$ cat config.mk
export PLATFORM = sky130hd
export DESIGN_NAME = wr_ingress_ctrl_flat
export DESIGN_NICKNAME = d
export VERILOG_FILES = /design/src/rtl/wr_ingress_ctrl_if.sv /design/src/rtl/wr_ingress_ctrl.sv /design/src/flat_wrapper.sv
export SDC_FILE = /design/constraint.sdc
export NUM_CORES = 1
export LEC_CHECK = 0
export CORE_UTILIZATION = 35
export CTS_BUF_LIST = sky130_fd_sc_hd__clkbuf_16
export DETAILED_ROUTE_END_ITERATION = 10
export GPL_TIMING_DRIVEN = 0
export PLACE_DENSITY = 0.67
export SYNTH_ARGS = -nofsm -noshare
export SYNTH_HDL_FRONTEND = slang
export SYNTH_SLANG_ARGS = --single-unit
$ cat constraint.sdc
create_clock -name wr_clk -period 1.7 [get_ports wr_clk]
set_clock_uncertainty 0.1 [all_clocks]
set_input_delay 0.51 -clock wr_clk [delete_from_list [all_inputs] [get_ports wr_clk]]
set_output_delay 0.51 -clock wr_clk [all_outputs]
set_load 0.03 [all_outputs]
$ cat src/rtl/wr_ingress_ctrl_if.sv
// Write-side ingress bundle: producer handshake, FIFO write strobe and read-pointer sync.
// The stall_cnt signal exists only when WR_INGRESS_STATS_EN is defined.
interface wr_ingress_ctrl_if #(
  parameter int DATA = 8,
  parameter int ADDR = 4
);
  logic            s_valid;
  logic [DATA-1:0] s_data;
  logic            s_ready;
  logic            full_flag;
  logic [ADDR:0]   gr_rd_ptr;
  logic            wr_en;
  logic [DATA-1:0] wr_data;
  logic [ADDR:0]   sync_rd_ptr;
`ifdef WR_INGRESS_STATS_EN
  logic [15:0]     stall_cnt;
`endif

  // Environment side: producer, full logic and read-domain pointer source.
  modport master (
    output s_valid,
    output s_data,
    output full_flag,
    output gr_rd_ptr,
    input  s_ready,
    input  wr_en,
    input  wr_data,
    input  sync_rd_ptr
`ifdef WR_INGRESS_STATS_EN
    ,
    input  stall_cnt
`endif
  );

  modport slave (
    input  s_valid,
    input  s_data,
    input  full_flag,
    input  gr_rd_ptr,
    output s_ready,
    output wr_en,
    output wr_data,
    output sync_rd_ptr
`ifdef WR_INGRESS_STATS_EN
    ,
    output stall_cnt
`endif
  );
endinterface

$ cat src/rtl/wr_ingress_ctrl.sv
// FIFO write-side ingress: 2-entry skid buffer feeding wr_en/wr_data, plus read-pointer synchronizer.
// Optional full-stall counter enabled by defining WR_INGRESS_STATS_EN.
module wr_ingress_ctrl #(
  parameter int DATA = 8,
  parameter int ADDR = 4
) (
  input  logic             wr_clk,
  input  logic             rst,
  wr_ingress_ctrl_if.slave bus
);

  typedef enum logic [1:0] {
    ST_EMPTY = 2'd0,
    ST_ONE   = 2'd1,
    ST_TWO   = 2'd2
  } state_t;

  state_t          r_state;
  state_t          w_next_state;
  logic            r_ready;
  logic [DATA-1:0] r_head;
  logic [DATA-1:0] r_tail;
  logic [ADDR:0]   r_sync_meta;
  logic [ADDR:0]   r_sync_out;

  logic            w_accept;
  logic            w_pop;
  logic            w_load_head_in;
  logic            w_load_tail_in;
  logic            w_head_from_tail;

  // wr_en depends only on registered occupancy and full_flag, never on s_valid.
  assign w_pop    = (r_state != ST_EMPTY) && !bus.full_flag;
  assign w_accept = bus.s_valid && r_ready;

  always_comb begin
    w_next_state     = r_state;
    w_load_head_in   = 1'b0;
    w_load_tail_in   = 1'b0;
    w_head_from_tail = 1'b0;
    case (r_state)
      ST_EMPTY: begin
        if (w_accept) begin
          w_next_state   = ST_ONE;
          w_load_head_in = 1'b1;
        end
      end
      ST_ONE: begin
        if (w_accept && !w_pop) begin
          w_next_state   = ST_TWO;
          w_load_tail_in = 1'b1;
        end else if (w_accept && w_pop) begin
          w_next_state   = ST_ONE;
          w_load_head_in = 1'b1;
        end else if (w_pop) begin
          w_next_state   = ST_EMPTY;
        end
      end
      ST_TWO: begin
        // s_ready is low here, so only a pop can move the buffer.
        if (w_pop) begin
          w_next_state     = ST_ONE;
          w_head_from_tail = 1'b1;
        end
      end
      default: begin
        w_next_state = ST_EMPTY;
      end
    endcase
  end

  always_ff @(posedge wr_clk or negedge rst) begin
    if (!rst) begin
      r_state <= ST_EMPTY;
    end else begin
      r_state <= w_next_state;
    end
  end

  always_ff @(posedge wr_clk or negedge rst) begin
    if (!rst) begin
      r_ready <= 1'b0;
    end else begin
      r_ready <= (w_next_state != ST_TWO);
    end
  end

  // Head is left untouched on the final pop so wr_data holds its last value while empty.
  always_ff @(posedge wr_clk or negedge rst) begin
    if (!rst) begin
      r_head <= '0;
      r_tail <= '0;
    end else begin
      if (w_load_head_in) begin
        r_head <= bus.s_data;
      end else if (w_head_from_tail) begin
        r_head <= r_tail;
      end
      if (w_load_tail_in) begin
        r_tail <= bus.s_data;
      end
    end
  end

  // Plain two-flop synchronizer; the Gray code guarantees at most one bit is in flight.
  always_ff @(posedge wr_clk or negedge rst) begin
    if (!rst) begin
      r_sync_meta <= '0;
      r_sync_out  <= '0;
    end else begin
      r_sync_meta <= bus.gr_rd_ptr;
      r_sync_out  <= r_sync_meta;
    end
  end

  assign bus.s_ready     = r_ready;
  assign bus.wr_en       = w_pop;
  assign bus.wr_data     = r_head;
  assign bus.sync_rd_ptr = r_sync_out;

`ifdef WR_INGRESS_STATS_EN
  logic [15:0] r_stall_cnt;

  always_ff @(posedge wr_clk or negedge rst) begin
    if (!rst) begin
      r_stall_cnt <= '0;
    end else if ((r_state != ST_EMPTY) && bus.full_flag && (r_stall_cnt != 16'hFFFF)) begin
      r_stall_cnt <= r_stall_cnt + 16'd1;
    end
  end

  assign bus.stall_cnt = r_stall_cnt;
`endif

endmodule

$ cat src/flat_wrapper.sv
// flat-port wrapper written by rule: the top's interface ports become plain ports
module wr_ingress_ctrl_flat 
#(
  parameter int DATA = 8,
  parameter int ADDR = 4
)
  (wr_clk, rst, bus_s_valid, bus_s_data, bus_full_flag, bus_gr_rd_ptr, bus_s_ready, bus_wr_en, bus_wr_data, bus_sync_rd_ptr);
  wr_ingress_ctrl_if #(.DATA(DATA), .ADDR(ADDR)) bus_i ();
  input  logic wr_clk;
  input  logic rst;
  input wire logic [$bits(bus_i.s_valid)-1:0] bus_s_valid;
  input wire logic [$bits(bus_i.s_data)-1:0] bus_s_data;
  input wire logic [$bits(bus_i.full_flag)-1:0] bus_full_flag;
  input wire logic [$bits(bus_i.gr_rd_ptr)-1:0] bus_gr_rd_ptr;
  output wire logic [$bits(bus_i.s_ready)-1:0] bus_s_ready;
  output wire logic [$bits(bus_i.wr_en)-1:0] bus_wr_en;
  output wire logic [$bits(bus_i.wr_data)-1:0] bus_wr_data;
  output wire logic [$bits(bus_i.sync_rd_ptr)-1:0] bus_sync_rd_ptr;
  assign bus_i.s_valid = bus_s_valid;
  assign bus_i.s_data = bus_s_data;
  assign bus_i.full_flag = bus_full_flag;
  assign bus_i.gr_rd_ptr = bus_gr_rd_ptr;
  assign bus_s_ready = bus_i.s_ready;
  assign bus_wr_en = bus_i.wr_en;
  assign bus_wr_data = bus_i.wr_data;
  assign bus_sync_rd_ptr = bus_i.sync_rd_ptr;
  wr_ingress_ctrl #(.DATA(DATA), .ADDR(ADDR)) u_core (.wr_clk(wr_clk), .rst(rst), .bus(bus_i));
endmodule
======== Word level (Yosys, flattened, before mapping) ========
Index checks and enable logic that the tools add are counted.
word-level totals
  logic and storage cells ................. 34
  latch bits .............................. 0
  bits in read-only memories .............. 0
  register bits after elaboration ......... 29
  output and inout bits ................... 15
  input bits .............................. 17
  memories ................................ 0
  bits in writable memories ............... 0
cells by class
  multiplexer cells ....................... 16
  equal/unequal tests ..................... 3
  multiply operators ...................... 0
  shifts and indexed selects .............. 0
  divide/modulo/power cells ............... 0
  magnitude comparators ................... 0
  bitwise logic cells ..................... 0
  $add $sub $neg .......................... 0
  reductions and logical operators ........ 9
operators with widths
  kind                                            count
  2-to-1 mux 8 bit                                2
  2-to-1 mux 2 bit                                5
  2-to-1 mux 1 bit                                7
  case mux 2 bit (3 select lines)                 1
  logical AND 1 bit                               4
  nonzero test 2 bit                              2
  == test 2 x 1 -> 1 bit (second input constant)  1
  == test 2 bit (second input constant)           1
  zero test 1 bit                                 2
  zero test 2 bit                                 1
  inequality test 2 bit (second input constant)   1
  case mux 1 bit (2 select lines)                 1

======== Longest topological paths before layout ========
Gate-level depths: netlist of run 1.
  depth in word-level cells ............... 7
  depth in mapped cells ................... 3
  mapped depth without buffers ............ 3

======== Worst setup path after synthesis of run 1 ========
No wires, ideal clock.
  path kind ............................... input port to flip-flop
  start ................................... in bus_full_flag
  end ..................................... reg u_core.r_head[0] (netlist: u_core.bus.wr_data[0])
  data required time ...................... 1.475 ns
  arrival time ............................ 1.457 ns
  setup time .............................. 0.125 ns
  buffers on the path ..................... 0
  path slack .............................. 0.018 ns
  stages on the path ...................... 3
  cells stage by stage .................... nor3b_4 mux2_2 mux2_2
between the ends
  cells in the longest elaborated chain, start to end .. 7
  elaborated cells between the ends (all ways) .. 12
  classes of those cells .................. mux (6); reduce/logical (6)
RTL lines
  item                                                    line                                          source
  start, declared                                         flat_wrapper.sv:13                            input wire logic [$bits(bus_i.full_flag)-1:0] bus_full_flag;
  zero test 1 bit *                                       wr_ingress_ctrl.sv:33                         assign w_pop = (r_state != ST_EMPTY) && !bus.full_flag;
  logical AND 1 bit *                                     wr_ingress_ctrl.sv:33
  logical AND 1 bit or zero test 1 bit (tied branches)    wr_ingress_ctrl.sv:52, wr_ingress_ctrl.sv:49
  2-to-1 mux 1 bit or logical AND 1 bit (tied branches)   wr_ingress_ctrl.sv:52, wr_ingress_ctrl.sv:49
  2-to-1 mux 1 bit                                        wr_ingress_ctrl.sv:49                         if (w_accept && !w_pop) begin
  case mux 1 bit (2 select lines)                         wr_ingress_ctrl.sv:41                         case (r_state)
  2-to-1 mux 8 bit or nonzero test 2 bit (tied branches)  --
  end signal, assigned                                    wr_ingress_ctrl.sv:95                         r_head <= bus.s_data;
  end signal, assigned                                    wr_ingress_ctrl.sv:97                         r_head <= r_tail;
  end, declared                                           wr_ingress_ctrl.sv:21                         logic [DATA-1:0] r_head;
Every way passes the cells marked *; elsewhere a longest branch is shown, timed or not.
A chain may end at the register's enable or synchronous reset.

======== Final worst setup path of run 1 ========
  start ................................... reg u_core.r_state[1]
  end ..................................... out bus_wr_en
between the ends
  cells in the longest elaborated chain, start to end .. 2
RTL lines
  item                    line                   source
  start, declared         wr_ingress_ctrl.sv:18  state_t r_state;
  start signal, assigned  wr_ingress_ctrl.sv:76  r_state <= w_next_state;
  nonzero test 2 bit      wr_ingress_ctrl.sv:33
  logical AND 1 bit       wr_ingress_ctrl.sv:33
  end, declared           flat_wrapper.sv:16     output wire logic [$bits(bus_i.wr_en)-1:0] bus_wr_en;
No other way between the ends.

==> metrics.txt, run 1 <==
Yosys warning count=0; Residual DRC=0; Max VDD drop=0.000926 V; Placed Area=approximately 1500 sq um; post-synthesis cell area=~1100 sq um; Synth Area in Compound Gates=0.0170; crit path max fanout=6; setup repair after global routing missed its margin=no; CTS Buf Count=5; pwr dens=1780 nW/um^2; Worst-Margin Slew=approximately 0.61 ns; Synth Register Bits=29; chip width=58.2 um; Std-Cell Rows=20; Final Critical Period=between 1.5 and 2 ns; worst setup slack after layout=0.0525 ns; Hold Vio Cnt, Final=0; first-pass GRT wire length=about 3.4 mm; Gate Count Post-Synth=67; drt first pass iters=2; r2r worst-path depth=4; cell taking the most area after synthesis=dfrtp_1; CP max stage delay=0.45 ns; Finished Cell Area=approximately 1700 sq um; final net count=between 100 and 150; worst min path class=in -> async; max_slew headroom=0.594; CP required=about 1.1 ns; crit end category=output pin; Synth Area in Simple Gates=0.0724; initial antenna violation count=0; slowest CP cell=dfrtp_2; area of the multi-input gates=between 300 and 400 sq um; Synth cell types=12; most frequent cell after synthesis=dfrtp_1; sequential share of the synthesized area=0.656; post-synthesis xor/xnor area fraction=0; die area=about 3400 sq um; DP HPWL=1.30 mm; Clock transition at path regs=0.05 ns; Die H=around 58 um; mux cell area share after synthesis=0.255; post-DR vias/cell=between 4 and 5; clock buffer depth=2; Register Area=~730 sq um; CTS Hold Buffers Added=0; Final Setup Violations=0; area share of the largest cell type after synthesis=0.656; Post-synth EDFFs=0; core box area=between 3000 and 4000 sq um; startpoint types=flop; FFs w/ async S/R, synth=1.00; delay-heaviest family, CP=flip-flops; vias in the first global route=737; Total GRT Usage=0.150; Synth Area in Adders=0; CP arrival=between 1 and 1.5 ns; clock latency on the worst-skew pair=roughly 0.27 ns; f_max=607 MHz; DRT iter0 DRCs=4; Clock Tree Root=clkbuf_16; vias=around 710; main combinational cell family by area after synthesis=multiplexers; top post-synthesis cells by area=dfrtp_1 66%, mux2_2 25%, nor3b_4 1.7%; CTS tree=yes; largest net degree at the start of global routing=30; Starting Density=0.365; CTS H-tree depth=2; I/O Buffers=31; syn_area_per_cell=about 17 sq um; Top FF cell, synth=dfrtp_1; reg2reg setup slack=~0.052 ns; CTS Sinks=29; top cells by count, synth=29 x dfrtp_1, 25 x mux2_2, 3 x nor2_1; aggregate routed wire length=~2.1 mm; status=complete, no violations; Max Cap Viol=0; total gr overflow=0; Leakage=0.745 nW; WL per Instance=13.8 um; critical path cell sequence=nor2_2, nor2_1, buf_4; layout cells sized above 1=0.432; hold_ws=around 0.15 ns; Syn-to-layout area delta=54.5%; fillers=~260; Critical R2R Capture=u_core.bus.wr_data[3]$_DFFE_PN0P_; Routed Antenna Nets=0; Place WS=-0.817 ns; final worst-path cycle share=0.969; Worst Path Buf+Inv=1; reg2reg start=u_core.r_state[0]$_DFF_PN0_; setup tns final=0 ns; Synthesized Nets=between 80 and 90; n_diodes=0; Final Max Slew Viols=0; # IOs=32; CP Class=reg -> out; Routability Congestion=between 0.6 and 0.7
layer usage:
layer,vias up,wire [um],share of wire,track usage
met5,-,0,0,0
met4,0,72,0.034,0.0986
met3,8,104,0.049,0.0647
met2,21,1140,0.54,0.253
met1,355,815,0.38,0.150
li1,324,-,-,-
layout make-up:
class / count / area share
timing repair buffer: 36 / 0.217
clock inverter: 3 / 0.0242
sequential: 29 / 0.426
tap: 44 / 0.0322
clock buffer: 5 / 0.0732
multi-input combinational: 38 / 0.227
worst max path at each step:
stage / startpoint / endpoint / slack (ns) / depth (start not counted)
2_1_floorplan: bus_full_flag / u_core.bus.wr_data[0]$_DFFE_PN0P_ / 0.02 / 3
3_3_place_gp: bus_full_flag / bus_wr_en / -0.81 / 3
3_5_place_dp: bus_full_flag / bus_wr_en / -0.82 / 3
4_1_cts: bus_full_flag / bus_wr_en / 0.01 / 3
5_1_grt: u_core.r_state[1]$_DFF_PN0_ / bus_wr_en / 0.0008 / 3
6_report: u_core.r_state[1]$_DFF_PN0_ / bus_wr_en / 0.05 / 3
state kept, by name, summed over array words and instances (netlist names):
name and flops:
u_core.r_tail 8, u_core.bus.s_ready 1, u_core.bus.sync_rd_ptr 5, u_core.r_sync_meta 5, u_core.r_state 2, u_core.bus.wr_data 8
placed cells by master, fill, tap and decap left out, types with 2 or more instances in the layout:
cell type	instances
clkbuf_16	5
dlygate4sd2_1	14
buf_2	2
nor2_1	2
clkdlybuf4s50_1	13
dfrtp_1	27
buf_12	2
dfrtp_2	2
nand2_2	2
mux2_2	25
buf_4	2
through the flow:
stage / util / total power [mW] / std cells
after floorplan: - / 1.70 / 67
after global placement: 0.486 / 2.03 / 142
after detailed placement: 0.486 / 2.08 / 142
after CTS: 0.565 / 3.05 / 155
after global routing: 0.564 / 3.20 / 155
final: 0.564 / 3.04 / 155
kinds of logic (layout without fill, tap and decap cells):
logic type | Yosys count | in the layout
AOI/OAI and AO/OA | 3 | 3
buffers and inverters | 0 | 44
DFF | 29 | 29
muxes | 25 | 25
and+or+nand+nor | 10 | 10
where the power goes:
group	total [mW]	switching, mW	internal, mW
combinational	1.00	0.483	0.520
clock	0.973	0.289	0.683
sequential	1.07	0.141	0.927
total	3.04	0.913	2.13
what timing repair did:
action	4_1_cts	5_1_grt
gates resized for setup	28	7
endpoints found under the setup margin	62	10
pin swaps	3	2
buffers inserted	4	0
gates cloned	1	0
Note: power is estimated with default switching activity, not from simulation.
==> run 2, diff against run 1 <==
--- a/config.mk
+++ b/config.mk
@@ -5,11 +5,12 @@
 export SDC_FILE = /design/constraint.sdc
 export NUM_CORES = 1
 export LEC_CHECK = 0
-export CORE_UTILIZATION = 35
+export ABC_CLOCK_PERIOD_IN_PS = 1700
+export CORE_UTILIZATION = 41
 export CTS_BUF_LIST = sky130_fd_sc_hd__clkbuf_16
 export DETAILED_ROUTE_END_ITERATION = 10
 export GPL_TIMING_DRIVEN = 0
-export PLACE_DENSITY = 0.67
+export PLACE_DENSITY = 0.76
 export SYNTH_ARGS = -nofsm -noshare
 export SYNTH_HDL_FRONTEND = slang
 export SYNTH_SLANG_ARGS = --single-unit
==> run 2 against run 1 <==
Effect of this change: sequential share of layout area rose by 0.79 points; critical path type unchanged; power rose by 3.4%; worst setup slack got worse by 0.0068 ns; final cell count fell by 9.7%; first-iteration DRC count fell by 75%; utilization rose by 10 points.
==> metrics.txt, run 2 (synthesized netlist as in run 1, its figures left out) <==
Max Cap Viol=0; CTS Hold Buffers Added=0; delay-heaviest family, CP=flip-flops; Final Critical Period=approximately 1.7 ns; slowest CP cell=dfrtp_2; Starting Density=0.438; Placed Area=roughly 1500 sq um; r2r worst-path depth=4; post-DR vias/cell=just under 5; Max VDD drop=around 0.0015 V; CP required=approximately 1.1 ns; Die H=approximately 54 um; final net count=about 130; startpoint types=flop; worst setup path endpoint=bus_wr_en; clock buffer depth=2; Final Max Slew Viols=0; Clock transition at path regs=0.05 ns; DP HPWL=between 1 and 1.5 mm; drt first pass iters=3; worst setup slack after layout=between 0.04 and 0.05 ns; vias in the first global route=between 700 and 800; f_max=between 600 and 700 MHz; I/O Buffers=31; crit end category=output pin; CTS Sinks=29; status=complete, no violations; max_slew headroom=0.598; Finished Cell Area=approximately 1700 sq um; layout cells sized above 1=0.436; CP arrival=~1.0 ns; Syn-to-layout area delta=51.7%; Residual DRC=0; Leakage=~0.74 nW; final worst-path cycle share=0.973; Routability Congestion=roughly 0.65; Setup crit start=u_core.r_state[1]$_DFF_PN0_; total gr overflow=0; Finished Layout Cells=140; crit path max fanout=6; Hold Vio Cnt, Final=0; fillers=approximately 190; Critical R2R Capture=u_core.bus.wr_data[0]$_DFFE_PN0P_; CP max stage delay=0.45 ns; # IOs=32; vias=just under 700; CTS Buf Count=5; Routed Antenna Nets=0; CP Class=reg -> out; commonest non-fill, non-tap cell in the layout=dfrtp_1; Worst Path Buf+Inv=1; aggregate routed wire length=around 2 mm; reg2reg start=u_core.r_state[0]$_DFF_PN0_; Place WS=-0.832 ns; pwr dens=between 1500 and 2000 nW/um^2; worst min path class=in -> async; DRT iter0 DRCs=1; commonest cells after routing, fill and taps aside=27 x dfrtp_1, 25 x mux2_2, 15 x dlygate4sd2_1, 13 x clkdlybuf4s50_1, 5 x clkbuf_16; Worst-Margin Slew=0.602 ns; initial antenna violation count=0; clock latency on the worst-skew pair=around 0.27 ns; fin util=0.665; Final Setup Violations=0; largest net degree at the start of global routing=30; Total GRT Usage=0.173; Inst Count DP=about 130; Clock Tree Root=clkbuf_16; critical path depth=3; setup repair after global routing missed its margin=no; WL per Instance=14.5 um; n_diodes=0; CTS H-tree depth=2; die area=2910 sq um; Std-Cell Rows=18; chip width=between 50 and 60 um; reg2reg setup slack=around 0.046 ns; core box area=2520 sq um; CTS tree=yes; first-pass GRT wire length=about 3.2 mm; critical path cell sequence=nor2_2, nor2_1, buf_4
-- run 2: worst min path at each step --
stage	start	endpoint	slack [ns]	depth (start not counted)
2_1_floorplan	rst	u_core.bus.s_ready$_DFF_PN0_	0.11	0
3_3_place_gp	u_core.r_sync_meta[4]$_DFF_PN0_	u_core.bus.sync_rd_ptr[4]$_DFF_PN0_	0.23	0
3_5_place_dp	u_core.r_sync_meta[0]$_DFF_PN0_	u_core.bus.sync_rd_ptr[0]$_DFF_PN0_	0.24	0
4_1_cts	u_core.r_sync_meta[0]$_DFF_PN0_	u_core.bus.sync_rd_ptr[0]$_DFF_PN0_	0.25	0
5_1_grt	rst	u_core.r_sync_meta[2]$_DFF_PN0_	0.21	1
6_report	rst	u_core.r_sync_meta[2]$_DFF_PN0_	0.15	1
-- run 2: final cells by class --
type                            instances  area (sq um)  share of cell area
Sequential cell                        29           728               0.434
Clock inverter                          3          65.1              0.0388
Timing Repair Buffer                   35           334               0.199
Tap cell                               30          37.5              0.0224
Clock buffer                            5           125              0.0746
Multi-Input combinational cell         38           388               0.231
-- run 2: what timing repair did --
action / in CTS / in global routing
pin swaps: 2 / 2
setup buffers: 4 / 0
gates resized for setup: 27 / 6
setup endpoints to repair: 62 / 9
hold endpoints to repair: 0 / 0
-- run 2: report_power, final --
part | internal, mW | leakage (nW) | switching, mW
Combinational | 0.486 | 0.312 | 0.480
Sequential | 0.927 | 0.338 | 0.140
Clock | 0.833 | 0.0938 | 0.280
Total | 2.25 | 0.743 | 0.900
-- run 2: per-stage QoR --
step | hold WS [ns] | total power [mW] | TNS, ns
final | 0.148 | 3.15 | 0
after global routing | 0.208 | 3.29 | 0
after CTS | 0.247 | 3.18 | -0.00230
after detailed placement | 0.236 | 2.08 | -24.83
after global placement | 0.233 | 2.04 | -23.28
after floorplan | 0.114 | 1.70 | 0
-- run 2: routing by layer --
metal	wire (um)	global-route usage
met1	771	0.162
met2	1080	0.305
met3	111	0.0593
met4	63	0.132
met5	0	0
